File: src/rtl/nlfsr_seed_ctrl.sv
// Seed sequencer for one NLFSR stage: serialises a captured seed onto d1 (LSB first),
// runs the init warm-up, then flags keystream valid and raises periodic reseed requests.
module nlfsr_seed_ctrl #(
    parameter int SEED_W          = 17,
    parameter int INIT_CYCLES     = 68,
    parameter int RESEED_INTERVAL = 0
) (
    input  logic              clk,
    input  logic              rst,
    input  logic [SEED_W-1:0] seed,
    input  logic              seed_valid,
    output logic              seed_ready,
    input  logic              abort,
    output logic              load,
    output logic              d1,
    output logic              init,
    output logic              ks_valid,
    output logic              reseed_req,
    output logic              busy
);
    localparam int MAX_SI  = (SEED_W > INIT_CYCLES) ? SEED_W : INIT_CYCLES;
    localparam int MAX_ALL = (MAX_SI > RESEED_INTERVAL) ? MAX_SI : RESEED_INTERVAL;
    localparam int CNT_W   = $clog2(MAX_ALL + 1);

    localparam logic [CNT_W-1:0] LOAD_LAST  = CNT_W'(SEED_W - 1);
    localparam logic [CNT_W-1:0] INIT_LAST  = CNT_W'(INIT_CYCLES - 1);
    localparam logic [CNT_W-1:0] RESEED_MAX = CNT_W'(RESEED_INTERVAL);
    localparam logic [CNT_W-1:0] CNT_ONE    = CNT_W'(1);

    typedef enum logic [1:0] {S_IDLE, S_LOAD, S_INIT, S_RUN} state_t;

    state_t            state_reg, state_next;
    logic [CNT_W-1:0]  phase_cnt_reg, phase_cnt_next;
    logic [CNT_W-1:0]  ks_cnt_reg, ks_cnt_next;
    logic [SEED_W-1:0] shadow_reg, shadow_next;
    logic              seed_ready_reg, seed_ready_next;
    logic              load_reg, load_next;
    logic              d1_reg, d1_next;
    logic              init_reg, init_next;
    logic              ks_valid_reg, ks_valid_next;
    logic              reseed_req_reg, reseed_req_next;
    logic              busy_reg, busy_next;
    logic              accept;

    always_ff @(posedge clk or posedge rst) begin
        if (rst) begin
            state_reg      <= S_IDLE;
            phase_cnt_reg  <= '0;
            ks_cnt_reg     <= '0;
            shadow_reg     <= '0;
            seed_ready_reg <= 1'b0;
            load_reg       <= 1'b0;
            d1_reg         <= 1'b0;
            init_reg       <= 1'b0;
            ks_valid_reg   <= 1'b0;
            reseed_req_reg <= 1'b0;
            busy_reg       <= 1'b0;
        end else begin
            state_reg      <= state_next;
            phase_cnt_reg  <= phase_cnt_next;
            ks_cnt_reg     <= ks_cnt_next;
            shadow_reg     <= shadow_next;
            seed_ready_reg <= seed_ready_next;
            load_reg       <= load_next;
            d1_reg         <= d1_next;
            init_reg       <= init_next;
            ks_valid_reg   <= ks_valid_next;
            reseed_req_reg <= reseed_req_next;
            busy_reg       <= busy_next;
        end
    end

    always_comb begin
        state_next      = state_reg;
        phase_cnt_next  = phase_cnt_reg;
        ks_cnt_next     = ks_cnt_reg;
        shadow_next     = shadow_reg;
        d1_next         = 1'b0;
        reseed_req_next = reseed_req_reg;
        accept          = seed_valid & seed_ready_reg & ~abort;

        if (abort) begin
            state_next      = S_IDLE;
            phase_cnt_next  = '0;
            ks_cnt_next     = '0;
            shadow_next     = '0;
            reseed_req_next = 1'b0;
        end else if (accept) begin
            // Bit 0 goes out on the first LOAD cycle; the shadow keeps the rest.
            state_next      = S_LOAD;
            phase_cnt_next  = '0;
            ks_cnt_next     = '0;
            shadow_next     = seed >> 1;
            d1_next         = seed[0];
            reseed_req_next = 1'b0;
        end else begin
            case (state_reg)
                S_LOAD: begin
                    if (phase_cnt_reg == LOAD_LAST) begin
                        state_next     = S_INIT;
                        phase_cnt_next = '0;
                    end else begin
                        phase_cnt_next = phase_cnt_reg + CNT_ONE;
                        d1_next        = shadow_reg[0];
                        shadow_next    = shadow_reg >> 1;
                    end
                end
                S_INIT: begin
                    if (phase_cnt_reg == INIT_LAST) begin
                        state_next     = S_RUN;
                        phase_cnt_next = '0;
                        ks_cnt_next    = '0;
                    end else begin
                        phase_cnt_next = phase_cnt_reg + CNT_ONE;
                    end
                end
                S_RUN: begin
                    // Saturating RUN-cycle count; the request is sticky until the next accept.
                    if (RESEED_INTERVAL != 0) begin
                        ks_cnt_next = (ks_cnt_reg == RESEED_MAX) ? ks_cnt_reg : ks_cnt_reg + CNT_ONE;
                        if (ks_cnt_next == RESEED_MAX) begin
                            reseed_req_next = 1'b1;
                        end
                    end
                end
                default: ;
            endcase
        end

        load_next       = (state_next == S_LOAD);
        init_next       = (state_next == S_INIT);
        ks_valid_next   = (state_next == S_RUN);
        busy_next       = (state_next == S_LOAD) || (state_next == S_INIT);
        seed_ready_next = (state_next == S_IDLE) || (state_next == S_RUN);
    end

    assign seed_ready = seed_ready_reg;
    assign load       = load_reg;
    assign d1         = d1_reg;
    assign init       = init_reg;
    assign ks_valid   = ks_valid_reg;
    assign reseed_req = reseed_req_reg;
    assign busy       = busy_reg;

endmodule
File: config.mk
export PLATFORM = sky130hd
export DESIGN_NAME = nlfsr_seed_ctrl
export DESIGN_NICKNAME = d
export VERILOG_FILES = /design/src/rtl/nlfsr_seed_ctrl.sv
export SDC_FILE = /design/constraint.sdc
export NUM_CORES = 1
export LEC_CHECK = 0
export BUFFER_PORTS_ARGS = -buffer_cell sky130_fd_sc_hd__clkbuf_2
export CORE_ASPECT_RATIO = 1.25
export CORE_UTILIZATION = 48
export DETAILED_ROUTE_END_ITERATION = 8
export PLACE_DENSITY_LB_ADDON = 0.08
export SLEW_MARGIN = 0
export SYNTH_ARGS = -nofsm -noshare
export SYNTH_HDL_FRONTEND = slang
export SYNTH_SLANG_ARGS = --single-unit
File: constraint.sdc
create_clock -name clk -period 1.8 [get_ports clk]
set_input_delay 0.09 -clock clk [delete_from_list [all_inputs] [get_ports clk]]
set_output_delay 0.09 -clock clk [all_outputs]
set_load 0.01 [all_outputs]
==> flow_summary_export.csv, run 1 <==
group,metric,value,unit
pwr,power.total,1.54,mW
worst_setup_path,rr_startpoint,"phase_cnt_reg[5]$_DFFE_PP0P_",
synth,synth.distinct_cells,35,
sta,slew_viol_final,0,
flow_run,drv_cap,0,
worst_setup_path,worstSetupStartpoint,"phase_cnt_reg[5]$_DFFE_PP0P_",
detailed_routing,routed_wl,3.45,mm
hold_path,hold_class,"in -> reg",
synth,syn_avg_cell_area,11.5,um2
sta,report.final.hold_viol_count,0,
place,numPortBuffers,26,
synth,yosys_warnings,0,
detailed_routing,met3_wirelength,118,um
synth,synth.largest_area_cell,"dfrtp_1",
detailed_routing,dr.pass1.iters,4,
worst_setup_path,cp.required,1.98,ns
worst_setup_path,ff2ff_setup_slack,0.02,ns
worst_setup_path,end_kind,"flip-flop",
sta,finalSetupViolCount,0,
synth,synth_nets,172,
detailed_routing,drc,0,
synth,synth_flop_cell,"dfrtp_1",
cts,path_clk_slew,0.06,ns
sta,min_period,1.78,ns
sta,clock_skew,0.00528,ns
cells_and_area,area_growth,24.7,%
sta,tightest_slew,0.654,ns
sta,fin_crit_sh,98.8,%
synth,ys_ff_latch,31,
synth,synth_top_area_share,47.0,%
worst_setup_path,worstPathMaxFanout,3,
detailed_routing,route.antenna.remaining_nets,0,
worst_setup_path,critPathKind,"reg -> reg",
cells_and_area,drive_gt1_share,41.5,%
synth,yosysMostFrequentCell,"dfrtp_1",
detailed_routing,highest_layer,"met4",
cells_and_area,final_cells,220,
floorplanning,io_pins,28,
grt,grt_pass1_vias,1220,
synth,ys_seq_area_share,47.0,%
pwr,power.density,747,nW/um2
floorplanning,start_util,50.7,%
cts,cts_buffer_depth,2,
detailed_routing,wl_met1,1.47,mm
sta,holdWs,0.0465,ns
place,dp_hpwl,2.33,mm
sta,relSlewSlack,56.3,%
place,place_inst,209,
floorplanning,fp.dieH,67.5,um
pwr,irDropWorstVdd,0.000587,V
synth,synth-async-reset-ratio,100,%
cells_and_area,antenna_cells,0,
worst_setup_path,startpoint_type,"flip-flop",
synth,syn_area,1650,um2
synth,yosys-top-cells-area,"dfrtp_1 (47%), mux2_4 (8.2%), a22o_1 (8.0%)",
cells_and_area,final_util,63.3,%
detailed_routing,drt_iter0_markers,29,
sta,max_freq,0.562,GHz
grt,track_usage,19.9,%
cts,h-tree-depth,2,
cts,cts_root_buf,"clkbuf_8",
synth,syn_inst,143,
detailed_routing,wl_met2,1.80,mm
pwr,leakagePower,1.02,nW
cts,insertion_delay,0.28,ns
floorplanning,rows,23,
cts,cts_buffers,5,
grt,grt_max_degree,32,
floorplanning,dieArea,3680,um2
worst_setup_path,cp.arrival,1.96,ns
grt,grt_pass1_wl,5.06,mm
detailed_routing,avgRoutedWirePerCell,15.7,um
grt,overflow,0,
cts,cts.sinks,31,
synth,synth-edff-count,0,
place,routabilityCongestion,0.819,
hold_path,min_path_cells,2,
grt,antenna_found_initial,0,
synth,yosys-top-cells-count,"dfrtp_1 (31), a22o_1 (15), mux2_4 (9), nand3_1 (9)",
status,outcome,"finished, final reports clean",
floorplanning,die_w,54.4,um
cts,cts_tree,"built",
detailed_routing,vias,1240,
cells_and_area,final_net_count,211,
sta,rsz0062_at_grt,"true",
detailed_routing,viasPerCell,5.64,
worst_setup_path,worstSetupEndpoint,"busy$_DFF_PP0_",
floorplanning,core-area,3250,um2
worst_setup_path,rr_worst_depth,6,
cells_and_area,largest_reg_flops,16,
worst_setup_path,r2r-end,"busy$_DFF_PP0_",
==> cell families (layout without fill, tap and decap cells) <==
family	Yosys count	in the layout	synth area share (%)
adder cells (fa/ha/maj)	8	8	6.07
multiplexers	15	15	12.3
flip-flops	31	31	47.0
XOR/XNOR	2	2	1.06
AO/OA/AOI/OAI	39	39	17.5
other	1	1	0.227
AND/OR/NAND/NOR	30	31	10.5
buffers and inverters	17	56	5.31
==> how the worst min path moves through the flow <==
stage             from                   endpoint
5_1_grt        seed[0]               d1$_DFF_PP0_
2_1_floorplan    abort     state_reg[0]$_DFF_PP0_
3_3_place_gp       rst             init$_DFF_PP0_
6_report       seed[0]               d1$_DFF_PP0_
4_1_cts        seed[0]               d1$_DFF_PP0_
3_5_place_dp       rst  shadow_reg[8]$_DFFE_PP0P_
==> repair_timing <==
item / in CTS / in global routing
gates cloned: 0 / 1
buffers inserted: 0 / 1
pin swaps: 0 / 5
gates resized for setup: 4 / 11
endpoints found under the hold margin: 31 / 0
hold buffers: 1 / 0
endpoints found under the setup margin: 5 / 21
==> layer usage <==
layer | global-route usage, % | up-vias
li1 | - | 603
met1 | 20.0 | 614
met2 | 36.3 | 17
met3 | 5.63 | 6
met4 | 9.29 | 0
met5 | 0 | -
==> stage by stage <==
step / cell area, um2 / setup TNS, ns / setup WS, ns
floorplan: 1650 / 0 / 0.00411
global placement: 1870 / 0 / 0.0211
detailed placement: 1870 / -0.00609 / -0.00609
CTS: 1990 / 0 / 0.00636
global route: 2060 / -0.0740 / -0.0437
finish: 2060 / 0 / 0.0220
==> worst max-delay path, cell delays in order (launching register included) <==
cell and delay (ns):
dfrtp_1 0.37, or3_4 0.41, nor4_4 0.27, o21ai_2 0.11
a31o_2 0.22, ha_4 0.27, inv_2 0.02
==> area by class of cell <==
type / instances / area (um2)
multi-input combinational: 96 / 870
clock inverter: 2 / 12.5
clock buffer: 6 / 72.6
tap: 37 / 46.3
sequential: 31 / 776
fill: 275 / 1190
inverter: 8 / 30.0
timing repair buffer: 40 / 250
==> cell usage in the layout (no fill, tap or decap), types with 2 or more instances in the layout <==
cell,Yosys,layout
nand2b_4,1,2
a22o_1,15,15
ha_4,0,2
inv_1,8,7
nand2_1,7,7
buf_4,1,12
o21ai_2,0,2
mux2_4,9,9
o21ai_0,8,5
dfrtp_1,31,31
o211ai_1,2,2
xnor2_1,2,2
a21oi_1,4,3
ha_1,8,6
nor2_1,3,2
a211oi_1,3,3
nand3b_1,2,2
clkbuf_2,0,26
clkbuf_8,0,5
nand3_1,9,9
mux2_2,6,6
==> power by group <==
| group | switching, mW | total [mW] | internal, mW |
|---|---|---|---|
| combinational | 0.124 | 0.251 | 0.127 |
| clock | 0.252 | 0.521 | 0.269 |
| sequential | 0.0244 | 0.765 | 0.741 |
Power figures use the tool's default switching activity.
==> run 2, diff against run 1 <==
- CORE_MARGIN: unset -> 2
- PLACE_DENSITY_LB_ADDON: 0.08 -> 0.12
- SLEW_MARGIN: 0 -> 20
==> flow_summary_export.csv, run 2 (same netlist as run 1, synthesis figures left out) <==
group,metric,value,unit
sta,slew_viol_final,0,
worst_setup_path,rr_worst_depth,6,
cts,insertion_delay,0.28,ns
detailed_routing,drc,0,
detailed_routing,routed_wl,3.31,mm
pwr,pwr-share-seq,50.5,%
floorplanning,dieArea,3920,um2
cells_and_area,mostFrequentLayoutCells,"dfrtp_1 (31), clkbuf_2 (26), a22o_1 (15)",
cells_and_area,antenna_cells,0,
detailed_routing,drt_iter0_markers,54,
worst_setup_path,cp.arrival,1.97,ns
hold_path,hold-path-endpoint,"shadow_reg[15]$_DFFE_PP0P_",
sta,report.final.hold_viol_count,0,
sta,min_period,1.80,ns
worst_setup_path,path_cells,"or3_4, nor4_2, o21ai_1, a31o_2, ha_1, inv_1",
worst_setup_path,end_kind,"flip-flop",
sta,relSlewSlack,55.2,%
worst_setup_path,startpoint_type,"flip-flop",
hold_path,hold_path.startpoint,"seed[16]",
status,outcome,"finished, final reports clean",
sta,rsz0062_at_grt,"true",
floorplanning,io_pins,28,
flow_run,drv_cap,0,
pwr,leakagePower,1.00,nW
worst_setup_path,critPathKind,"reg -> reg",
worst_setup_path,cp.required,1.98,ns
grt,track_usage,18.8,%
grt,grt_max_degree,32,
place,place_inst,210,
cts,path_clk_slew,0.06,ns
cells_and_area,layout_commonest_cell,"dfrtp_1",
detailed_routing,dr.pass1.iters,4,
worst_setup_path,worstPathMaxFanout,3,
grt,grt_pass1_vias,1266,
worst_setup_path,ff2ff_setup_slack,0.003,ns
worst_setup_path,path_buf_inv,1,
worst_setup_path,r2r-end,"busy$_DFF_PP0_",
sta,max_freq,0.557,GHz
hold_path,min_path_cells,3,
worst_setup_path,cp_top_family,"simple AND/OR/NAND/NOR gates",
sta,tightest_slew,0.671,ns
place,numPortBuffers,26,
cells_and_area,final_net_count,211,
pwr,p_comb_share,15.5,%
cells_and_area,largest_reg_flops,16,
worst_setup_path,slowest_delay,0.40,ns
sta,finalSetupViolCount,0,
cells_and_area,area_growth,20.8,%
hold_path,hold_class,"in -> reg",
cts,cts_tree,"built",
pwr,clockPowerShare,34.1,%
cells_and_area,drive_gt1_share,38.8,%
pwr,p_switching,385,uW
detailed_routing,route.antenna.remaining_nets,0,
grt,overflow,0,
place,dp_hpwl,2.36,mm
pwr,power.total,1.51,mW
detailed_routing,avgRoutedWirePerCell,15.1,um
detailed_routing,vias,1237,
cts,cts_buffers,5,
cts,h-tree-depth,2,
cts,cts.sinks,31,
grt,grt_pass1_wl,5.72,mm
sta,fin_crit_sh,99.8,%
floorplanning,core-area,3250,um2
cts,cts_root_buf,"clkbuf_8",
floorplanning,rows,23,
cts,cts_buffer_depth,2,
sta,clock_skew,0.00521,ns
grt,antenna_found_initial,0,
floorplanning,die_w,56.4,um
place,pre_cts_slack,-0.00853,ns
pwr,irDropWorstVdd,0.000613,V
place,placed_cell_area,1870,um2
sta,fin_ws,0.00330,ns
pwr,switching_share,25.4,%
worst_setup_path,rr_startpoint,"phase_cnt_reg[3]$_DFFE_PP0P_",
detailed_routing,viasPerCell,5.62,
cells_and_area,stdcell_area,1990,um2
pwr,p_int,1.13,mW
place,routabilityCongestion,0.862,
worst_setup_path,worst_path_max_delay_cell,"or3_4",
floorplanning,start_util,50.7,%
pwr,power.density,761,nW/um2
cells_and_area,final_cells,220,
floorplanning,fp.dieH,69.5,um
sta,finalSetupTns,0,ns
run 2: how the worst max path moves through the flow:
stage	start	to	slack [ns]	cells after the start
after global routing	state_reg[0]$_DFF_PP0_	busy$_DFF_PP0_	-0.08	7
after detailed placement	phase_cnt_reg[3]$_DFFE_PP0P_	busy$_DFF_PP0_	-0.009	6
after floorplan	phase_cnt_reg[3]$_DFFE_PP0P_	shadow_reg[10]$_DFFE_PP0P_	0.004	6
after CTS	state_reg[0]$_DFF_PP0_	busy$_DFF_PP0_	0.008	7
after global placement	phase_cnt_reg[3]$_DFFE_PP0P_	busy$_DFF_PP0_	0.02	6
final	phase_cnt_reg[3]$_DFFE_PP0P_	busy$_DFF_PP0_	0.003	6
run 2: final cells by class:
class                      count  area, um2
clock inverter                 2       12.5
tap                           37       46.3
sequential                    31        776
multi-input combinational     96        817
clock buffer                   6       72.6
fill                         291       1260
timing repair buffer          40        238
inverter                       8       30.0
run 2: tightest hold or removal path: stages:
cell      delay (ns)
clkbuf_2        0.07
nand2_1         0.03
o21ai_0         0.07
run 2: timing repair:
action,CTS,global route
endpoints found under the setup margin,5,20
endpoints found under the hold margin,31,0
setup buffers,0,0
cloned,0,1
gates resized for setup,5,3
hold buffers,1,0
run 2: power by group through the flow:
| stage | sequential (mW) | combinational (mW) | clock (mW) |
|---|---|---|---|
| floorplan | 0.775 | 0.159 | 0 |
| global placement | 0.774 | 0.220 | 0 |
| detailed placement | 0.777 | 0.227 | 0 |
| CTS | 0.765 | 0.232 | 0.531 |
| global route | 0.769 | 0.260 | 0.563 |
| finish | 0.764 | 0.234 | 0.516 |
run 2: metal layers:
layer / vias up / part of all wire [%] / GRT usage, %
li1: 602 / - / -
met1: 601 / 40 / 20.7
met2: 26 / 54 / 32.7
met3: 8 / 3.3 / 5.60
met4: 0 / 2.2 / 8.20
met5: - / 0 / 0
run 2: stage by stage:
step / hold WS, ns / utilization [%]
after CTS: 0.0299 / 60.7
after detailed placement: 0.163 / 57.5
after global routing: 0.0470 / 61.3
after floorplan: 0.183 / -
after global placement: 0.162 / 57.5
final: 0.0272 / 61.3
